==> config.mk <==
export PLATFORM = sky130hd
export DESIGN_NAME = uart_tx_drain
export DESIGN_NICKNAME = d
export VERILOG_FILES = /design/src/rtl/uart_tx_drain.sv
export SDC_FILE = /design/constraint.sdc
export NUM_CORES = 1
export LEC_CHECK = 0
export BUFFER_PORTS_ARGS = -buffer_cell sky130_fd_sc_hd__buf_2
export CELL_PAD_IN_SITES_DETAIL_PLACEMENT = 1
export CELL_PAD_IN_SITES_GLOBAL_PLACEMENT = 1
export CORE_ASPECT_RATIO = 0.5
export CORE_MARGIN = 2
export CORE_UTILIZATION = 40
export DETAILED_ROUTE_END_ITERATION = 8
export GPL_TIMING_DRIVEN = 0
export PLACE_DENSITY_LB_ADDON = 0.1
export SETUP_SLACK_MARGIN = 0.15
export SLEW_MARGIN = 20
export SYNTH_ARGS = -nofsm -noshare
export SYNTH_HDL_FRONTEND = slang
export SYNTH_SLANG_ARGS = --single-unit
==> constraint.sdc <==
create_clock -name clk_i -period 2.4 [get_ports clk_i]
set_input_delay 0.24 -clock clk_i [delete_from_list [all_inputs] [get_ports clk_i]]
set_output_delay 0.24 -clock clk_i [all_outputs]
set_load 0.005 [all_outputs]
==> src/rtl/uart_tx_drain.sv <==
// UART transmit drain: fetches bytes from the buffer read port and shifts them out as 8N1 frames.
// Define UART_TX_PARITY_EN to append an even parity bit (8E1).
module uart_tx_drain #(
  parameter int unsigned BUFFER_WIDTH = 8,
  parameter int unsigned ADDR_WIDTH   = 8
) (
  input  logic                    clk_i,
  input  logic                    rst_ni,
  input  logic                    start_i,
  input  logic [ADDR_WIDTH-1:0]   len_i,
  input  logic [15:0]             clks_per_bit_i,
  input  logic                    abort_i,
  input  logic                    buffer_empty_i,
  input  logic [BUFFER_WIDTH:0]   rdata_i,
  output logic                    re_o,
  output logic                    tx_o,
  output logic                    busy_o,
  output logic                    done_o,
  output logic                    drop_o,
  output logic [ADDR_WIDTH-1:0]   sent_o
);

  localparam int unsigned IDX_W = (BUFFER_WIDTH > 1) ? $clog2(BUFFER_WIDTH) : 1;
  localparam logic [IDX_W-1:0] LAST_IDX = IDX_W'(BUFFER_WIDTH - 1);

  typedef enum logic [3:0] {
    IDLE,
    FETCH,
    CAPTURE,
    START,
    DATA,
`ifdef UART_TX_PARITY_EN
    PARITY,
`endif
    STOP,
    NEXT,
    DONE
  } state_e;

  state_e                  state_q, state_d;
  logic [ADDR_WIDTH-1:0]   remaining_q;
  logic [ADDR_WIDTH-1:0]   sent_q;
  logic [15:0]             period_q;
  logic [15:0]             baud_q;
  logic [BUFFER_WIDTH-1:0] shreg_q;
  logic [IDX_W-1:0]        idx_q;
`ifdef UART_TX_PARITY_EN
  logic                    parity_q;
`endif
  logic                    tx_q, busy_q, done_q, drop_q;
  logic                    bit_end, in_frame, line_d;

  assign bit_end = (baud_q == '0);

  always_comb begin
    state_d = state_q;
    re_o    = 1'b0;
    if (abort_i) begin
      state_d = IDLE;
    end else begin
      case (state_q)
        IDLE:    if (start_i && (len_i != '0)) state_d = FETCH;
        FETCH: begin
          if (buffer_empty_i) begin
            state_d = DONE;
          end else begin
            re_o    = 1'b1;
            state_d = CAPTURE;
          end
        end
        CAPTURE: state_d = rdata_i[0] ? START : NEXT;
        START:   if (bit_end) state_d = DATA;
`ifdef UART_TX_PARITY_EN
        DATA:    if (bit_end && (idx_q == LAST_IDX)) state_d = PARITY;
        PARITY:  if (bit_end) state_d = STOP;
`else
        DATA:    if (bit_end && (idx_q == LAST_IDX)) state_d = STOP;
`endif
        STOP:    if (bit_end) state_d = NEXT;
        NEXT:    state_d = (remaining_q != '0) ? FETCH : DONE;
        DONE:    state_d = IDLE;
        default: state_d = IDLE;
      endcase
    end
  end

  always_comb begin
    line_d   = 1'b1;
    in_frame = 1'b0;
    case (state_q)
      START: begin
        line_d   = 1'b0;
        in_frame = 1'b1;
      end
      DATA: begin
        line_d   = shreg_q[0];
        in_frame = 1'b1;
      end
`ifdef UART_TX_PARITY_EN
      PARITY: begin
        line_d   = parity_q;
        in_frame = 1'b1;
      end
`endif
      STOP:    in_frame = 1'b1;
      default: begin
        line_d   = 1'b1;
        in_frame = 1'b0;
      end
    endcase
  end

  // tx is registered off the current state, so the line trails the FSM by one cycle
  // while every bit still lasts exactly one period.
  always_ff @(posedge clk_i or negedge rst_ni) begin
    if (!rst_ni) begin
      state_q     <= IDLE;
      remaining_q <= '0;
      sent_q      <= '0;
      period_q    <= '0;
      baud_q      <= '0;
      shreg_q     <= '0;
      idx_q       <= '0;
`ifdef UART_TX_PARITY_EN
      parity_q    <= 1'b0;
`endif
      tx_q        <= 1'b1;
      busy_q      <= 1'b0;
      done_q      <= 1'b0;
      drop_q      <= 1'b0;
    end else begin
      state_q <= state_d;
      done_q  <= 1'b0;
      drop_q  <= 1'b0;
      tx_q    <= line_d;
      if (abort_i) begin
        tx_q   <= 1'b1;
        busy_q <= 1'b0;
      end else begin
        case (state_q)
          IDLE: begin
            if (start_i) begin
              if (len_i == '0) begin
                done_q <= 1'b1;
              end else begin
                remaining_q <= len_i;
                period_q    <= (clks_per_bit_i == '0) ? 16'd1 : clks_per_bit_i;
                sent_q      <= '0;
                busy_q      <= 1'b1;
              end
            end
          end
          CAPTURE: begin
            if (rdata_i[0]) begin
              shreg_q  <= rdata_i[BUFFER_WIDTH:1];
`ifdef UART_TX_PARITY_EN
              parity_q <= ^rdata_i[BUFFER_WIDTH:1];
`endif
              idx_q    <= '0;
              baud_q   <= period_q - 16'd1;
            end else begin
              drop_q      <= 1'b1;
              remaining_q <= remaining_q - 1'b1;
            end
          end
          DONE: begin
            done_q <= 1'b1;
            busy_q <= 1'b0;
          end
          default: ;
        endcase

        if (in_frame) begin
          if (bit_end) begin
            baud_q <= period_q - 16'd1;
            if (state_q == DATA) begin
              shreg_q <= shreg_q >> 1;
              idx_q   <= idx_q + 1'b1;
            end
            if (state_q == STOP) begin
              remaining_q <= remaining_q - 1'b1;
              if (sent_q != '1) sent_q <= sent_q + 1'b1;
            end
          end else begin
            baud_q <= baud_q - 16'd1;
          end
        end
      end
    end
  end

  assign tx_o   = tx_q;
  assign busy_o = busy_q;
  assign done_o = done_q;
  assign drop_o = drop_q;
  assign sent_o = sent_q;

endmodule
## Word-level counts from Yosys, hierarchy flattened

Cells that the tools add are included.

- Add/subtract/negate cells: 5
- Eq/ne operators: 15
- Muxes and demuxes: 55
- Bitwise logic cells: 2
- Reductions and logical operators: 16

Operators by type and width:

| cell | number |
|---|---|
| $mux 8 | 18 |
| $mux 16 | 5 |
| $logic_not 16->1 | 2 |
| $sub 16x1->16 const B | 2 |
| $pmux 4 s7 | 1 |
| $mux 3 | 8 |
| $mux 4 | 5 |
| $ne 3x3->1 const B | 6 |
| $eq 4x3->1 const B | 4 |
| $pmux 8 s2 | 1 |
| $reduce_bool 8->1 | 2 |
| $mux 1 | 14 |
| $add 8x1->8 const B | 1 |
| $eq 4x2->1 const B | 2 |
| $logic_not 8->1 | 1 |
| $ne 8x8->1 const B | 1 |
| $reduce_and 4->1 | 2 |
| $sub 8x1->8 const B | 1 |
| $pmux 1 s2 | 3 |
| $reduce_and 3->1 | 2 |
| $eq 4x1->1 const B | 1 |
| $logic_not 4->1 | 1 |
| $reduce_bool 2->1 | 2 |
| $add 3x1->3 const B | 1 |
| 5 further kinds | 7 |

- Register bits: 67
- Output and inout bits: 13

## Logic depth before layout (Yosys ltp)

Gate-level depths: netlist of run 1.

- Depth in word-level cells: 8
- Depth in mapped cells: 10
- Depth with buffers taken out: 7

## Worst setup path after synthesis of run 1

OpenSTA, ideal clock, no wires.

- Kind: register -> register
- Start point: register baud_q[0]
- End point: register shreg_q[4]
- Setup time: 0.120 ns
- Data arrival time: 2.432 ns
- Data required time: 2.280 ns
- Path slack: -0.152 ns
- Stages on the path, launching flop included: 11
- Path buffers: 3
- Period minus slack after synthesis: 2.552 ns
- Cells stage by stage: dfrtp_1 > inv_1 > ha_1 > or3b_1 > or4_1 > buf_2 > or3_1 > buf_2 > buf_6 > o22ai_2 > nor2_1

- Cells in the longest elaborated chain, start to end: 3

Ends and longest elaborated chain:

| what | line | text |
|---|---|---|
| start, declared | 44 | `logic [15:0] baud_q;` |
| start signal, assigned | 160 | `baud_q <= period_q - 16'd1;` |
| start signal, assigned | 175 | `baud_q <= period_q - 16'd1;` |
| start signal, assigned | 185 | `baud_q <= baud_q - 16'd1;` |
| $logic_not 16->1 | 53 | `assign bit_end = (baud_q == '0);` |
| $mux 8 | 174 | `if (bit_end) begin` |
| $mux 8 | 173 | `if (in_frame) begin` |
| end signal, assigned | 155 | `shreg_q <= rdata_i[BUFFER_WIDTH:1];` |
| end signal, assigned | 177 | `shreg_q <= shreg_q >> 1;` |
| end, declared | 45 | `logic [BUFFER_WIDTH-1:0] shreg_q;` |

No other way between the ends.
A chain may end at the register's enable or synchronous reset.

## Worst setup path in the final report of run 1

- Start point: register baud_q[9]
- End point: register shreg_q[6]

The elaborated chain is that of the path after synthesis.

==> flow_summary.ini, run 1 <==
[power_and_ir_drop]
ir_worst_vdd_v = 0.0005111
p_sw_mw = 2.690
p_per_area_nw_per_um2 = 1201
leakage_nw = 2.277
p_comb_share_pct = 45.1
pwr-share-clk_pct = 22.3
p_int_mw = 3.882
swShare_pct = 40.93
seqPwrFrac_pct = 32.6

[floorplan]
chipWidth_um = 146.3
fp.dieArea_um2 = 10990
fp-row-count = 25
start_util_pct = 42.04
die_y_um = 75.15
io_pins = 51
core_um2 = 9634

[global_route]
grt_max_degree = 40
grt_pass1_vias = 4072
antenna_found_initial = 0
grt_pass1_wl_mm = 21.08
grt-ovfl-total = 0
grt_use_total_pct = 24.34

[layout]
fin_nets = 602
antenna_cells = 0
nFillCells = 1141
drive_above_1_share_pct = 32.38
fin_util_pct = 56.79
area_growth_pct = 35.09
final_cell_area_um2 = 5472

[critical_path]
cp_max_fo = 6
crit_path_end_kind = register
start_kind = register
cpLargestDelayFamily = simple AND/OR/NAND/NOR gates
critPathKind = reg -> reg
path_cells = or4_4, or4_4, buf_8, or3_4, buf_6, buf_12, o22ai_2, nor2_1
arrival_ps = 2770
worstPathRequired_ps = 2620
cp_common_cell = or4_4
max_stage_delay_ps = 560
path_buf_inv = 3
slowest_stage = or4_4

[routing]
num_vias = 4091
drt_iter0_drc = 276
dr.pass1.iters = 4
routed_via_density = 5.869
drc = 0
drt-wirelength-per-cell_um = 19.21
wirelength_mm = 13.39
antenna_left = 0

[timing]
setup_ws_ps = -149.3
fmax_mhz = 392.3
worst_pin_slew_ps = 844.3
rsz0062_at_grt = yes
min_period_over_period_pct = 106.2
hold_viol = 0
maxSlewHeadroom_pct = 43.19
fin_crit_ps = 2549
slew_viol_final = 0
setup_viol_count_final = 31
fin_skew_ps = 7.634

[placement]
gp_congestion = 0.8373
place_area_um2 = 4527
pre_cts_slack_ps = -536.0
dp_hpwl_mm = 8.903
io_buffers = 49

[logic_synthesis]
synth_flop_cell = dfrtp_1
async_flop_share_pct = 100.0
syn_nets = 502
yosys-top-cells-area = dfrtp_1 40%, nor2_1 4.7%, mux2_2 3.9%, o21ai_0 3.7%, nand2_1 3.3%
synthTopCellsByCount = 65 x dfrtp_1, 51 x nor2_1, 36 x nand2_1
seq_area_frac_synth_pct = 40.81
avgSynthCellArea_um2 = 8.862
synth_edf_count = 0
syn-instance-count = 457
synth_top_area_share_pct = 40.16
synth.most_common_cell = dfrtp_1
synth.distinct_cells = 62
yosysTopAreaCell = dfrtp_1
syn_area_um2 = 4050
ys_ff_latch = 66
yosysWarnings = 0

[clocking]
cts_buffers = 9
clockBufferDepth = 2
root_buffer = clkbuf_16
ctsHtreeMaxLevel = 3
path_clk_slew_ps = 60
clock_latency_ps = 330
numClockSinks = 66
cts_tree = done

[flow_run]
cap_violations = 0

[run_status]
status = complete, but fails checks
violations = negative setup slack

[hold_path]
hp-class = in -> reg
-- power by group through the flow --
| stage | combinational, mW | sequential, mW | clock (mW) |
|---|---|---|---|
| 2_1_floorplan | 1.75 | 1.98 | 0 |
| 3_3_place_gp | 2.28 | 2.10 | 0 |
| 3_5_place_dp | 2.35 | 2.12 | 0 |
| 4_1_cts | 2.67 | 2.11 | 1.49 |
| 5_1_grt | 3.26 | 2.21 | 1.53 |
| 6_report | 2.96 | 2.14 | 1.47 |
-- final timing paths --
path,end,slack (ps),cells after the start,from
min in group asynchronous,remaining_q[3],380,2,rst_ni
max in group asynchronous,baud_q[8],1430,3,rst_ni
setup reg to reg,shreg_q[6],-150,8,baud_q[9]
setup / recovery,shreg_q[6],-150,8,baud_q[9]
hold reg to reg,shreg_q[2],520,2,shreg_q[2]
hold / removal,period_q[1],130,3,clks_per_bit_i[1]
-- routing by layer --
| layer | track usage [%] | share of wire (%) | up-vias |
|---|---|---|---|
| met4 | 4.531 | 0.58 | 0 |
| met1 | 32.03 | 46 | 2075 |
| met5 | 0 | 0 | - |
| met3 | 5.273 | 4.5 | 9 |
| li1 | - | - | 1919 |
| met2 | 42.77 | 48 | 88 |
-- per-stage QoR --
stage / std cells / hold WS (ps) / total power [mW] / setup TNS, ps
finish: 697 / 131.8 / 6.571 / -2268
global placement: 641 / 472.3 / 4.375 / -12920
floorplan: 457 / -55.59 / 3.728 / 0
detailed placement: 642 / 199.8 / 4.466 / -15520
CTS: 672 / 127.9 / 6.268 / -1019
global route: 697 / 135.0 / 7.006 / -4323
-- timing repair --
item,CTS,global route
setup endpoints to repair,63,51
resized for setup,53,41
hold endpoints to repair,26,0
hold buffers,1,0
gates cloned,1,3
pin swaps,14,21
setup buffers,12,22
-- kinds of logic (layout without fill, tap and decap cells) --
group	Yosys count	in the layout	share of synthesized area, %
simple gates	191	191	24.00
fa+ha+maj	7	7	2.162
mux	20	20	5.375
buf+inv	37	142	3.800
compound gates	124	124	21.25
xor+xnor	12	12	2.595
flops	66	66	40.81
-- placed cells by master, fill, tap and decap left out, drive strengths merged, types with 6 or more instances in the layout --
| cell type | n |
|---|---|
| xnor2 | 7 |
| o22ai | 8 |
| nor2 | 51 |
| mux2i | 6 |
| mux2 | 14 |
| nand3 | 20 |
| a21oi | 21 |
| buf | 93 |
| nand2b | 9 |
| nor4 | 18 |
| nor3 | 18 |
| o21ai | 36 |
| inv | 14 |
| a32o | 7 |
| clkbuf | 29 |
| nand2 | 36 |
| dfrtp | 65 |
| ha | 7 |
-- worst register-to-register path: stages (launching register included) --
cell	delay, ps
dfrtp_1	390
or4_4	560
or4_4	540
buf_8	150
or3_4	330
buf_6	150
buf_12	130
o22ai_2	100
nor2_1	70
-- sequential cells by signal, indices dropped and copies added (netlist names) --
register,cells
tx_o,1
drop_o,1
remaining_q,8
idx_q,3
shreg_q,8
done_o,1
period_q,16
state_q,3
baud_q,16
busy_o,1
sent_o,8
-- area by class of cell --
| cell class | count | area (um^2) | area share [%] |
|---|---|---|---|
| tap | 135 | 168.9 | 3.087 |
| inverter | 13 | 48.80 | 0.8918 |
| multi-input combinational | 354 | 2515 | 45.96 |
| buffer | 24 | 163.9 | 2.996 |
| sequential | 66 | 1654 | 30.23 |
| timing repair buffer | 89 | 593.1 | 10.84 |
| clock buffer | 10 | 239.0 | 4.368 |
| clock inverter | 6 | 88.84 | 1.624 |
No activity file was read; power rests on OpenSTA's default activity.
==> run 2: changes to the inputs <==
Settings changed: CAP_MARGIN from default to 20, CORE_UTILIZATION 40 to 41, CTS_BUF_LIST from default to sky130_fd_sc_hd__clkbuf_4 sky130_fd_sc_hd__clkbuf_8, REMOVE_ABC_BUFFERS from default to 1.
==> run 2 against run 1 <==
- the flow still finishes with violations (negative setup slack)
- sequential power increased by 4%
- worst hold slack got worse by 32 ps
- critical path depth decreased by 2
- count of clock-buffer cells in the layout decreased by 1
- utilization decreased by 1.7 points
- via count decreased by 1.7%
- cell count decreased by 3.0%
- fmax increased by 4.7%
- clock power decreased by 24%
- routed wire length decreased by 4.0%
- critical path type unchanged
- largest power group unchanged
==> flow_summary.ini, run 2 (synthesized netlist as in run 1, its figures left out) <==
[layout]
nFillCells = 1139
mostFrequentLayoutCell = dfrtp_1
layout_common_cells = 61 x dfrtp_1, 49 x buf_2, 48 x nor2_1, 35 x nand2_1, 31 x buf_4
fin_nets = 581
multi_input_area_um2 = 2509
seq_area_um2 = 1660
final_cell_area_um2 = 5239
top_regs = baud_q (16), period_q (16)
area_growth_pct = 29.35
drive_above_1_share_pct = 31.42
antenna_cells = 0

[floorplan]
fp-row-count = 25
fp.dieArea_um2 = 10740
die_y_um = 74.28
core_um2 = 9509
io_pins = 51
chipWidth_um = 144.6
start_util_pct = 42.59

[timing]
setup_ws_ps = -33.89
rsz0062_at_grt = yes
min_period_over_period_pct = 101.4
fin_skew_ps = 14.59
fin_crit_ps = 2434
maxSlewHeadroom_pct = 43.64
slew_viol_final = 0
fmax_mhz = 410.9
setup_viol_count_final = 7
hold_viol = 0
worst_pin_slew_ps = 845.5

[placement]
io_buffers = 50
dp_hpwl_mm = 8.207
place_area_um2 = 4429
gp_congestion = 0.8009

[routing]
drt_iter0_drc = 182
routed_via_density = 5.948
num_vias = 4021
dr.pass1.iters = 4
antenna_left = 0
wirelength_mm = 12.86
drt-wirelength-per-cell_um = 19.02
drc = 0

[global_route]
grt_use_total_pct = 24.48
grt-ovfl-total = 0
grt_pass1_wl_mm = 20.19
grt_max_degree = 44
grt_pass1_vias = 3875
antenna_found_initial = 0

[clocking]
ctsHtreeMaxLevel = 3
path_clk_slew_ps = 80
clockBufferDepth = 2
numClockSinks = 66
cts_tree = done
root_buffer = clkbuf_8
cts_buffers = 9
clock_latency_ps = 370

[critical_path]
start_kind = register
r2r_slack_ps = -30
worstPathRequired_ps = 2650
cp_max_fo = 7
r2r-start = baud_q[4]
crit_path_end_kind = register
critPathKind = reg -> reg
crit_start = baud_q[4]
arrival_ps = 2690

[hold_path]
hp-class = in -> reg
min-delay-start = clks_per_bit_i[1]

[flow_run]
cap_violations = 0

[run_status]
status = complete, but fails checks
violations = negative setup slack

[power_and_ir_drop]
power_mw = 6.294
ir_worst_vdd_v = 0.0005222
p_per_area_nw_per_um2 = 1201
leakage_nw = 2.162
-- run 2: changes by cell type in the layout (fill, tap and decap cells not counted), moves of 7 or more --
cell,delta
o21ai_1,-10
clkbuf_8,+7
clkbuf_1,-10
o21ai_0,+10
clkbuf_16,-10
-- run 2: stage by stage --
step / util [%] / setup slack (ps) / cells / hold slack (ps) / setup TNS [ps]
floorplan: - / -839.0 / 433 / -55.59 / -27340
global placement: 45.89 / -2061 / 618 / 468.7 / -82500
detailed placement: 46.58 / -822.7 / 622 / 191.4 / -21780
CTS: 52.21 / 20.03 / 660 / 90.46 / 0
global route: 55.09 / -93.34 / 676 / 102.8 / -745.0
finish: 55.09 / -33.89 / 676 / 99.31 / -112.9
-- run 2: timing repair --
item	in CTS	in global routing
gates resized for setup	38	33
pin swaps	19	17
hold buffers	1	0
hold endpoints to repair	25	0
buffers inserted	21	15
gates cloned	0	1
setup endpoints to repair	62	59
-- run 2: report_power, final --
| part | total (mW) | switching (mW) | internal [mW] |
|---|---|---|---|
| clock network | 1.11 | 0.516 | 0.594 |
| registers | 2.23 | 0.640 | 1.59 |
| logic | 2.95 | 1.55 | 1.40 |
| total | 6.29 | 2.70 | 3.59 |
-- run 2: path summary, 6_finish.rpt --
check | cells after the start | end
worst max-delay path | 6 | baud_q[5]
min in group asynchronous | 2 | remaining_q[4]
worst min register to register | 1 | idx_q[0]
worst max register to register | 6 | baud_q[5]
worst min-delay path | 3 | period_q[1]
max in group asynchronous | 3 | tx_o
-- run 2: area by class of cell --
type | instances | share of cell area, %
sequential | 66 | 31.69
tap | 135 | 3.224
multi-input combinational | 355 | 47.89
clock buffer | 9 | 2.364
clock inverter | 7 | 1.958
inverter | 13 | 0.9315
timing repair buffer | 91 | 11.94
-- run 2: worst max-delay path: stages, from the launching register on --
cell     delay [ps]
dfrtp_1         450
or3_1           500
or4_4           610
o21ai_4         230
buf_12          150
o21ai_1          60
a221o_1         330
-- run 2: routing by layer --
metal  global-route usage [%]  up-vias  wire [um]
met4                    6.796        0        204
met3                    5.731       20        530
met1                    32.86     2027       6117
met2                    40.44       95       6007
li1                         -     1879          -
met5                        0        -          0
==> run 3: changes to the inputs <==
Settings changed: BUFFER_PORTS_ARGS -buffer_cell sky130_fd_sc_hd__buf_2 to -buffer_cell sky130_fd_sc_hd__buf_4.
==> run 3 against run 2 <==
- critical path depth increased by 1
- the flow finishes with violations (negative hold slack, negative setup slack)
- routed wire length shrank 2.5%
- register-to-register slack worse by 20 ps
- first-iteration DRC count up 18%
==> flow_summary.ini, run 3 (synthesized netlist as in run 1, its figures left out) <==
[layout]
drive_above_1_share_pct = 31.46
top_regs = baud_q (16), period_q (16)
nFillCells = 1115
fin_util_pct = 56.17
fin_nets = 574
area_growth_pct = 31.88
mostFrequentLayoutCell = buf_4
antenna_cells = 0
layout_common_cells = 70 x buf_4, 61 x dfrtp_1, 48 x nor2_1, 34 x nand2_1, 19 x o21ai_0

[routing]
drc = 0
dr.pass1.iters = 6
wirelength_mm = 12.54
routed_via_density = 5.840
num_vias = 3907
drt_iter0_drc = 215
antenna_left = 0
drt-wirelength-per-cell_um = 18.74

[run_status]
violations = negative hold slack, negative setup slack
status = complete, but fails checks

[timing]
fmax_mhz = 408.1
maxSlewHeadroom_pct = 41.62
hold_viol = 10
setup_viol_count_final = 2
fin_skew_ps = 9.828
rsz0062_at_grt = yes
min_period_over_period_pct = 102.1
fin_crit_ps = 2451
hold_ws_ps = -32.11
worst_pin_slew_ps = 875.7
setup_ws_ps = -50.60
slew_viol_final = 0

[power_and_ir_drop]
ir_worst_vdd_v = 0.0004515
power_mw = 6.252
p_per_area_nw_per_um2 = 1170
leakage_nw = 2.163

[critical_path]
worstPathRequired_ps = 2640
critPathKind = reg -> reg
start_kind = register
crit_path_end_kind = register
arrival_ps = 2690
cp_max_fo = 6

[global_route]
grt_use_total_pct = 23.44
grt_pass1_vias = 3776
grt-ovfl-total = 0
antenna_found_initial = 0
grt_pass1_wl_mm = 19.42
grt_max_degree = 67

[placement]
io_buffers = 50
gp_congestion = 0.8149
dp_hpwl_mm = 7.786

[floorplan]
io_pins = 51
fp-row-count = 25
start_util_pct = 42.59
core_um2 = 9509
fp.dieArea_um2 = 10740
chipWidth_um = 144.6
die_y_um = 74.28

[clocking]
cts_buffers = 9
root_buffer = clkbuf_8
numClockSinks = 66
clockBufferDepth = 2
ctsHtreeMaxLevel = 3
path_clk_slew_ps = 80
clock_latency_ps = 360
cts_tree = done

[flow_run]
cap_violations = 0

[hold_path]
hp-class = in -> async
## run 3: layout make-up
type                            count  area, um^2  area share (%)
Inverter                           13       48.80          0.9136
Timing Repair Buffer               84       695.7           13.02
Tap cell                          135       168.9           3.162
Clock buffer                       10       137.6           2.577
Clock inverter                      6       90.09           1.687
Multi-Input combinational cell    355        2540           47.55
Sequential cell                    66        1660           31.08
## run 3: worst paths after layout
| path | startpoint | endpoint | slack (ps) | depth (start not counted) |
|---|---|---|---|---|
| setup / recovery | baud_q[10] | baud_q[4] | -50 | 7 |
| max in group asynchronous | rst_ni | state_q[0] | 1760 | 1 |
| setup reg to reg | baud_q[10] | baud_q[4] | -50 | 7 |
| hold / removal | rst_ni | remaining_q[3] | -30 | 1 |
| hold reg to reg | idx_q[0] | idx_q[0] | 490 | 1 |
| min in group clk_i | clks_per_bit_i[1] | period_q[1] | 90 | 3 |
## run 3: power breakdown
group | switching, mW | internal [mW]
Clock | 0.489 | 0.615
Combinational | 1.53 | 1.39
Sequential | 0.628 | 1.59
## run 3: repair_timing
item,4_1_cts,5_1_grt
buffers inserted,16,15
pin swaps,14,18
endpoints found under the hold margin,0,0
gates cloned,1,0
hold buffers,0,0
resized for setup,32,54
endpoints found under the setup margin,63,59
## run 3: metrics by stage
step	hold slack [ps]	setup slack (ps)	setup TNS, ps	cells	area, um^2
2_1_floorplan	-55.59	-839.0	-27340	433	3945
3_3_place_gp	422.8	-2007	-80430	618	4489
3_5_place_dp	416.6	-803.6	-23560	621	4529
4_1_cts	20.67	29.67	0	654	5021
5_1_grt	40.16	-87.35	-798.9	669	5341
6_report	-32.11	-50.60	-71.44	669	5341
## run 3: layer usage
metal / routed length [um] / track usage [%] / share of wire, %
met4: 185 / 6.041 / 1.5
met2: 5783 / 37.86 / 46
met3: 486 / 5.151 / 3.9
met5: 0 / 0 / 0
met1: 6083 / 32.53 / 49
## run 3: worst max-delay path, stage by stage, from the launching register on
cell and delay, ps:
dfrtp_1 390, or4_4 550, or4_4 610, o21ai_4 200
buf_12 150, buf_6 110, mux2i_2 220, a2bb2oi_1 90
